<file path="src/rtl/multicycle_datapath.sv">
`default_nettype none
// ==== multicycle_datapath (rev 1.0) =======================================================
// Multi-cycle RV32I-subset core: FETCH/DECODE/EXEC/MEM/WB/HALT FSM with handshaked imem/dmem.
module multicycle_datapath #(
  parameter int              XLEN     = 32,
  parameter int              NREGS    = 32,
  parameter logic [XLEN-1:0] PC_RESET = '0
) (
  input  logic            clock,
  input  logic            reset,
  output logic            imem_req,
  output logic [XLEN-1:0] imem_addr,
  input  logic [31:0]     imem_rdata,
  input  logic            imem_ready,
  output logic            dmem_req,
  output logic            dmem_we,
  output logic [XLEN-1:0] dmem_addr,
  output logic [XLEN-1:0] dmem_wdata,
  input  logic [XLEN-1:0] dmem_rdata,
  input  logic            dmem_ready,
  output logic            retire,
  output logic            halted,
  output logic            illegal,
  output logic [XLEN-1:0] pc_out,
  input  logic [4:0]      dbg_sel,
  output logic [XLEN-1:0] dbg_data
);
  localparam int         AW     = (NREGS > 1) ? $clog2(NREGS) : 1;
  localparam logic [6:0] OP_R   = 7'b0110011;
  localparam logic [6:0] OP_I   = 7'b0010011;
  localparam logic [6:0] OP_LW  = 7'b0000011;
  localparam logic [6:0] OP_SW  = 7'b0100011;
  localparam logic [6:0] OP_BR  = 7'b1100011;
  localparam logic [6:0] OP_SYS = 7'b1110011;

  typedef enum logic [2:0] {S_FETCH, S_DECODE, S_EXEC, S_MEM, S_WB, S_HALT} state_t;
  state_t state, state_nxt;

  logic [31:0]     ir;
  logic [XLEN-1:0] pc, a, b, imm, alu_out, mdr;
  logic [XLEN-1:0] regs [NREGS];
  logic            illegal_q;

  logic [6:0]      opcode, funct7;
  logic [2:0]      funct3;
  logic [AW-1:0]   rs1, rs2, rd;
  logic            op_ok, br_taken;
  logic [XLEN-1:0] imm_dec, op2, alu_res, pc_next, br_target;

  assign opcode = ir[6:0];
  assign funct3 = ir[14:12];
  assign funct7 = ir[31:25];
  assign rd     = ir[7 +: AW];
  assign rs1    = ir[15 +: AW];
  assign rs2    = ir[20 +: AW];

  // Only the listed subset is legal; anything else (including ecall) leaves DECODE for HALT.
  always_comb begin
    op_ok = 1'b0;
    case (opcode)
      OP_R:  op_ok = (funct7 == 7'b0000000 && funct3 != 3'b011) ||
                     (funct7 == 7'b0100000 && funct3 == 3'b000);
      OP_I:  op_ok = (funct3 != 3'b001) && (funct3 != 3'b011) && (funct3 != 3'b101);
      OP_LW: op_ok = (funct3 == 3'b010);
      OP_SW: op_ok = (funct3 == 3'b010);
      OP_BR: op_ok = (funct3 == 3'b000) || (funct3 == 3'b001);
      default: op_ok = 1'b0;
    endcase
  end

  // Branch imm holds offset[12:1]; EXEC shifts it back by one.
  always_comb begin
    case (opcode)
      OP_SW:   imm_dec = {{(XLEN-12){ir[31]}}, ir[31:25], ir[11:7]};
      OP_BR:   imm_dec = {{(XLEN-12){ir[31]}}, ir[31], ir[7], ir[30:25], ir[11:8]};
      default: imm_dec = {{(XLEN-12){ir[31]}}, ir[31:20]};
    endcase
  end

  always_comb begin
    op2     = (opcode == OP_R) ? b : imm;
    alu_res = a + op2;
    case (funct3)
      3'b000:  alu_res = (opcode == OP_R && funct7[5]) ? (a - op2) : (a + op2);
      3'b001:  alu_res = a << op2[4:0];
      3'b010:  alu_res = {{(XLEN-1){1'b0}}, ($signed(a) < $signed(op2))};
      3'b100:  alu_res = a ^ op2;
      3'b101:  alu_res = a >> op2[4:0];
      3'b110:  alu_res = a | op2;
      3'b111:  alu_res = a & op2;
      default: alu_res = a + op2;
    endcase
  end

  assign pc_next   = pc + XLEN'(4);
  assign br_target = pc + (imm << 1);
  assign br_taken  = funct3[0] ? (a != b) : (a == b);

  always_comb begin
    state_nxt = state;
    case (state)
      S_FETCH:  if (imem_ready) state_nxt = S_DECODE;
      S_DECODE: state_nxt = op_ok ? S_EXEC : S_HALT;
      S_EXEC: begin
        if (opcode == OP_BR)                         state_nxt = S_FETCH;
        else if (opcode == OP_LW || opcode == OP_SW) state_nxt = S_MEM;
        else                                         state_nxt = S_WB;
      end
      S_MEM:    if (dmem_ready) state_nxt = (opcode == OP_SW) ? S_FETCH : S_WB;
      S_WB:     state_nxt = S_FETCH;
      S_HALT:   state_nxt = S_HALT;
      default:  state_nxt = S_FETCH;
    endcase
  end

  always_ff @(posedge clock or negedge reset) begin
    if (!reset) begin
      state     <= S_FETCH;
      pc        <= PC_RESET;
      ir        <= '0;
      a         <= '0;
      b         <= '0;
      imm       <= '0;
      alu_out   <= '0;
      mdr       <= '0;
      illegal_q <= 1'b0;
    end else begin
      state <= state_nxt;
      case (state)
        S_FETCH: if (imem_ready) ir <= imem_rdata;
        S_DECODE: begin
          a   <= regs[rs1];
          b   <= regs[rs2];
          imm <= imm_dec;
          if (!op_ok && opcode != OP_SYS) illegal_q <= 1'b1;
        end
        S_EXEC: begin
          if (opcode == OP_BR)                         pc      <= br_taken ? br_target : pc_next;
          else if (opcode == OP_LW || opcode == OP_SW) alu_out <= a + imm;
          else                                         alu_out <= alu_res;
        end
        S_MEM: begin
          if (dmem_ready) begin
            if (opcode == OP_SW) pc  <= pc_next;
            else                 mdr <= dmem_rdata;
          end
        end
        S_WB:    pc <= pc_next;
        default: ;
      endcase
    end
  end

  always_ff @(posedge clock or negedge reset) begin
    if (!reset) begin
      for (int i = 0; i < NREGS; i++) regs[i] <= '0;
    end else if (state == S_WB && rd != '0) begin
      regs[rd] <= (opcode == OP_LW) ? mdr : alu_out;
    end
  end

  // Requests are gated by reset so an in-flight handshake drops the moment reset asserts.
  assign imem_req   = reset && (state == S_FETCH);
  assign imem_addr  = pc;
  assign dmem_req   = reset && (state == S_MEM);
  assign dmem_we    = dmem_req && (opcode == OP_SW);
  assign dmem_addr  = alu_out;
  assign dmem_wdata = b;
  assign retire     = (state == S_WB) ||
                      (state == S_EXEC && opcode == OP_BR) ||
                      (state == S_MEM && dmem_ready && opcode == OP_SW);
  assign halted     = (state == S_HALT);
  assign illegal    = illegal_q;
  assign pc_out     = pc;
  assign dbg_data   = regs[dbg_sel[AW-1:0]];
endmodule
`default_nettype wire

</file>
<file path="config.mk">
export PLATFORM = sky130hd
export DESIGN_NAME = multicycle_datapath
export DESIGN_NICKNAME = d
export VERILOG_FILES = /design/src/rtl/multicycle_datapath.sv
export SDC_FILE = /design/constraint.sdc
export NUM_CORES = 2
export LEC_CHECK = 0
export CORE_MARGIN = 2
export CORE_UTILIZATION = 40
export CTS_CLUSTER_SIZE = 8
export DETAILED_ROUTE_END_ITERATION = 7
export PLACE_DENSITY = 0.59
export SETUP_SLACK_MARGIN = 0.02
export SLEW_MARGIN = 20
export SYNTH_ARGS = -nofsm -noshare
export SYNTH_HDL_FRONTEND = slang
export SYNTH_SLANG_ARGS = --single-unit
</file>
<file path="constraint.sdc">
create_clock -name clock -period 7.9 [get_ports clock]
set_clock_uncertainty 0.2 [all_clocks]
set_input_delay 1.185 -clock clock [delete_from_list [all_inputs] [get_ports clock]]
set_output_delay 1.185 -clock clock [all_outputs]
set_load 0.05 [all_outputs]
</file>
; ---- Word-level counts from Yosys, hierarchy flattened
; Index checks and enable logic that the tools add are counted.
[op_classes]
addsub = 5
n_lt_le_gt_ge = 6
n_eq_ne = 27
shift = 2
muxes = 32
bitwise = 9
n_reduce_logical = 32
[op_table]
columns = operator, count
row1 = $bwmux W1024, 1
row2 = $bmux W32 S5, 3
row3 = $mux W32, 15
row4 = $pmux W32 S7, 1
row5 = $demux W32 S5, 1
row6 = $add A32 B32 Y32, 3
row7 = $pmux W32 S3, 1
row8 = $add A32 B3 Y32 const B, 1
row9 = $and A32 B32 Y32, 1
row10 = $eq A32 B32 Y1, 1
row11 = $lt A32 B32 Y1, 1
row12 = $ne A32 B32 Y1, 1
row13 = $or A32 B32 Y32, 1
row14 = $shl A32 B5 Y32, 1
row15 = $shr A32 B5 Y32, 1
row16 = $sub A32 B32 Y32, 1
row17 = $xor A32 B32 Y32, 1
row18 = $ge A6 B6 Y1 const B, 4
row19 = $not A5 Y6, 4
row20 = $pmux W11 S2, 1
row21 = $eq A7 B6 Y1 const B, 3
row22 = $eq A3 B3 Y1 const B, 6
row23 = $mux W3, 6
row24 = $pmux W3 S5, 1
row25 = 26 further kinds, 53
[totals]
register_bits = 1232
in_bits = 73
out_inout_bits = 166
word_cells = 154

; ---- Depth between registers and ports, before layout
[logic_depth]
depth_word = 7
depth_mapped = 21
mapped_depth_nobuf = 16

; ---- Worst setup path before layout
; OpenSTA, ideal clock, no wires.
[synth_path]
path_type = reg2reg
startpoint = register ir[1]
endpoint = register alu_out[31], in the netlist dmem_addr[31]
setup_time_ps = 124
arrival_time_ps = 4794
setup_slack_ps = 2782
path_stages_with_launch = 22
path_cell_list = dfrtp_1 > and4bb_1 > buf_6 > nand2_1 > buf_2 > clkbuf_1 > and2_1 > clkbuf_1 > a21o_1 > inv_1 > ha_1 > clkbuf_1 > clkinv_1 > a21oi_1 > o31ai_1 > a21o_1 > a2111o_1 > o21ai_0 > mux2_2 > a2111oi_0 > o211ai_1 > a211o_1
[synth_between]
elab_chain_cells = 6
elab_cells_between_ends = 19
classes_between = add/sub: 2 / eq/ne: 4 / shift: 2 / mux: 4 / bitwise: 4 / reduce/logical: 3
[synth_lines]
columns = element, line_no
row1 = "start, declared", 39  ; logic [31:0] ir;
row2 = "start signal, assigned", 130  ; S_FETCH: if (imem_ready) ir <= imem_rdata;
row3 = $eq A7 B6 Y1, "81, 84"
row4 = $mux W32, 81  ; op2 = (opcode == OP_R) ? b : imm;
row5 = $add A32 B32 Y32 or $sub A32 B32 Y32 (tied branches), "84, 91"
row6 = $mux W32, 84  ; 3'b000: alu_res = (opcode == OP_R && funct7[5]) ? (a - op2) : (a + op2);
row7 = $pmux W32 S7, 83  ; case (funct3)
row8 = $mux W32, 139  ; else if (opcode == OP_LW || opcode == OP_SW) alu_out <= a + imm;
row9 = "end signal, assigned", 139
row10 = "end signal, assigned", 140  ; else alu_out <= alu_res;
row11 = "end, declared", 40  ; logic [XLEN-1:0] pc, a, b, imm, alu_out, mdr;
; Several ways; a longest one is shown, not always the timed one.
; A chain may end at the register's enable or synchronous reset.

; ---- Final worst setup path
[layout_path]
startpoint = register ir[2]
endpoint = register alu_out[31], in the netlist dmem_addr[31]
; Same word-level chain as after synthesis.

==> flow_summary.json <==
{
  "status": "finished clean",
  "ctsHoldBuffers": 0,
  "drt_iter0_markers": 7990,
  "layout-drive-gt1-share_pct": 21.7,
  "use_met1_pct": 41.0,
  "synth_ff_type": "dfrtp_1",
  "final_hold_viol_count": 0,
  "avgViaCountPerCell": 6.54,
  "fp.dieArea_sq_um": 209000,
  "htree_levels": 4,
  "rr_startpoint": "ir[2]",
  "synth_edf_count": 0,
  "drv_cap": 0,
  "dieWidth_um": 457,
  "post_cts_buffers": 0,
  "grt_max_degree": 156,
  "final_nets": 7657,
  "p_leak_nw": 37.0,
  "antenna_found_initial": 14,
  "ys_ff_latch": 1231,
  "clk_latency_ns": 0.83,
  "slew_violations": 0,
  "power_density_nw_per_um2": 415,
  "netlist_area_sq_um": 82200,
  "grt_pass1_vias": 65300,
  "routed-via-count": 66400,
  "arrival_ns": 7.46,
  "rsz0062_at_grt": "no",
  "critPathKind": "flip-flop to flip-flop",
  "yosysWarnings": 0,
  "grt_use_met3_pct": 7.33,
  "initial_core_util_pct": 40.2,
  "totalWireLength_mm": 324,
  "fp-row-count": 166,
  "grt.total_usage_pct": 30.7,
  "ant_nets": 0,
  "clockBufferDepth": 3,
  "hp-class": "primary input to async pin",
  "fin_crit_ns": 6.96,
  "final.setup.tns_ns": 0,
  "tightest_slew_ns": 1.19,
  "route.detailed.drc": 0,
  "slew_headroom_pct": 20.7,
  "drt_pre_antenna_iters": 8,
  "yosysUniqueCellTypes": 101,
  "dp_cells": 9939,
  "grt_overflow": 0,
  "path_max_fanout": 24,
  "dieHeight_um": 457,
  "ys_seq_area_share_pct": 37.5,
  "post-dp-hpwl_mm": 211,
  "cts_tree": "done",
  "wl_per_cell_um": 31.9,
  "r2r_cells": 17,
  "grt_pass1_wl_mm": 470,
  "r2r_slack_ns": 0.94,
  "setup_viol": 0,
  "grt_use_met2_pct": 46.2,
  "gp_congestion": 1.07,
  "cts.sink_count": 1231,
  "area.growth.synth_to_final_pct": 11.6,
  "grt_busiest_layer": "met2",
  "cp_data_required_time_ns": 8.40,
  "path_clk_slew_ns": 0.06,
  "fin_crit_sh_pct": 88.1,
  "clock-root-buffer": "clkbuf_16",
  "synthArstFlopShare_pct": 100,
  "port_buffers": 236,
  "numCtsBuffers": 175,
  "coreArea_sq_um": 204000,
  "critPathLaunchType": "flip-flop",
  "reg2reg_to": "dmem_addr[31]",
  "worstSetupEndpointType": "flip-flop",
  "vdd_drop_max_mv": 0.283,
  "ioPinCount": 239,
  "syn_area_per_cell_sq_um": 10.8,
  "cts-resized-gates": 0,
  "post-route-util_pct": 44.9,
  "timing.fmax_mhz": 144,
  "instances_no_fill": 10200,
  "syn_inst": 7610
}
==> critical path, stage by stage, from the launching register on <==
cell and delay, ns:
dfrtp_1 0.39, and4bb_1 0.90, nand2_1 0.94, and2_1 0.46, buf_4 0.23, a21o_1 0.22, inv_1 0.09, ha_1 0.36
clkinv_1 0.32, a21oi_1 0.26, o31ai_1 0.19, a21o_1 0.24, a2111o_1 0.39, o21ai_0 0.13, mux2_2 0.38, a2111oi_0 0.52
o211ai_1 0.25, a211o_1 0.31
==> cell families (layout without fill, tap and decap cells) <==
logic type | count (synthesis) | count (layout) | synth area share (%)
buf+inv | 919 | 768 | 4.49
simple gates | 1911 | 1911 | 9.81
other cells | 1 | 10 | 0.00456
compound gates | 1999 | 1999 | 14.1
fa+ha+maj | 155 | 155 | 2.39
mux | 1266 | 1266 | 30.4
flops | 1231 | 1231 | 37.5
xor+xnor | 128 | 128 | 1.36
==> final cells by class <==
type	instances	area, sq um
timing repair buffer	436	4090
clock buffer	196	4610
inverter	124	468
tap	2688	3360
multi-input combinational	5461	48100
fill	18700	113000
antenna	8	20.0
clock inverter	12	185
sequential	1231	30800
==> cell usage in the layout (no fill, tap or decap), drive strengths merged, types with 49 or more instances in the layout <==
cell,instances
nor3,68
mux2,107
nor2,593
ha,152
inv,121
o211ai,49
nand2,939
nand2b,50
nand3,83
mux2i,189
a211oi,72
mux4,970
a21oi,625
dfrtp,1231
clkdlybuf4s50,230
clkbuf,196
xnor2,103
buf,205
o21ai,871
a21o,63
==> stage by stage <==
| stage | area [sq um] | hold slack [ns] | setup WS (ns) | power, W |
|---|---|---|---|---|
| final | 91700 | 0.0450 | 0.939 | 0.0380 |
| after global routing | 91700 | 0.0278 | 0.764 | 0.0396 |
| after CTS | 91600 | 0.00721 | 1.24 | 0.0376 |
| after detailed placement | 86900 | 0.202 | 1.27 | 0.0305 |
| after global placement | 86800 | 0.192 | 0.987 | 0.0304 |
| after floorplan | 82200 | 0.258 | 2.78 | 0.0234 |
==> state kept, by name, indices dropped and copies added (netlist names) <==
name,flops
dmem_addr,32
regs,1024
dmem_wdata,32
illegal,1
imm,12
mdr,32
imem_addr,31
ir,32
a,32
state,3
==> worst max-delay path by stage <==
| stage | startpoint | endpoint | cells past startpoint |
|---|---|---|---|
| final | ir[2] | dmem_addr[31] | 17 |
| after global routing | ir[2] | dmem_addr[31] | 17 |
| after CTS | ir[2] | dmem_addr[31] | 17 |
| after detailed placement | ir[2] | dmem_addr[31] | 17 |
| after global placement | ir[2] | dmem_addr[30] | 17 |
| after floorplan | ir[1] | dmem_addr[31] | 21 |
==> Yosys cell counts, types with 25 or more instances <==
| library cell | number | area [sq um] |
|---|---|---|
| nand4_1 | 33 | 206 |
| nand3_1 | 80 | 400 |
| a221oi_1 | 25 | 219 |
| ha_1 | 152 | 1900 |
| nand2b_1 | 50 | 313 |
| o21ai_0 | 854 | 4270 |
| mux2_2 | 107 | 1200 |
| and3_1 | 35 | 219 |
| a21oi_1 | 623 | 3120 |
| xor2_1 | 25 | 219 |
| clkbuf_1 | 626 | 2350 |
| nor2_1 | 592 | 2220 |
| mux2i_1 | 188 | 1880 |
| buf_2 | 29 | 145 |
| dfrtp_1 | 1231 | 30800 |
| inv_1 | 113 | 424 |
| a31oi_1 | 29 | 181 |
| a21o_1 | 63 | 473 |
| a211oi_1 | 68 | 510 |
| xnor2_1 | 103 | 902 |
| nor3_1 | 68 | 340 |
| o211ai_1 | 49 | 368 |
| mux4_2 | 970 | 21800 |
| nand2_1 | 937 | 3520 |
| buf_4 | 37 | 278 |
| buf_1 | 95 | 357 |
==> where the power goes <==
| part | switching (W) | total, W | internal (W) | leakage, nW |
|---|---|---|---|---|
| registers | 0.00259 | 0.0103 | 0.00771 | 16.7 |
| logic | 0.0128 | 0.0208 | 0.00795 | 18.0 |
| clock network | 0.00289 | 0.00695 | 0.00405 | 2.33 |
| total | 0.0183 | 0.0380 | 0.0197 | 37.0 |
==> per-layer routing <==
| metal | wire length, um | part of all wire, % | vias up |
|---|---|---|---|
| met3 | 32200 | 9.9 | 839 |
| li1 | - | - | 28100 |
| met4 | 20300 | 6.3 | 14 |
| met2 | 144000 | 45 | 3769 |
| met5 | 94 | 0.029 | - |
| met1 | 127000 | 39 | 33700 |
(Power assumes the default switching activity.)
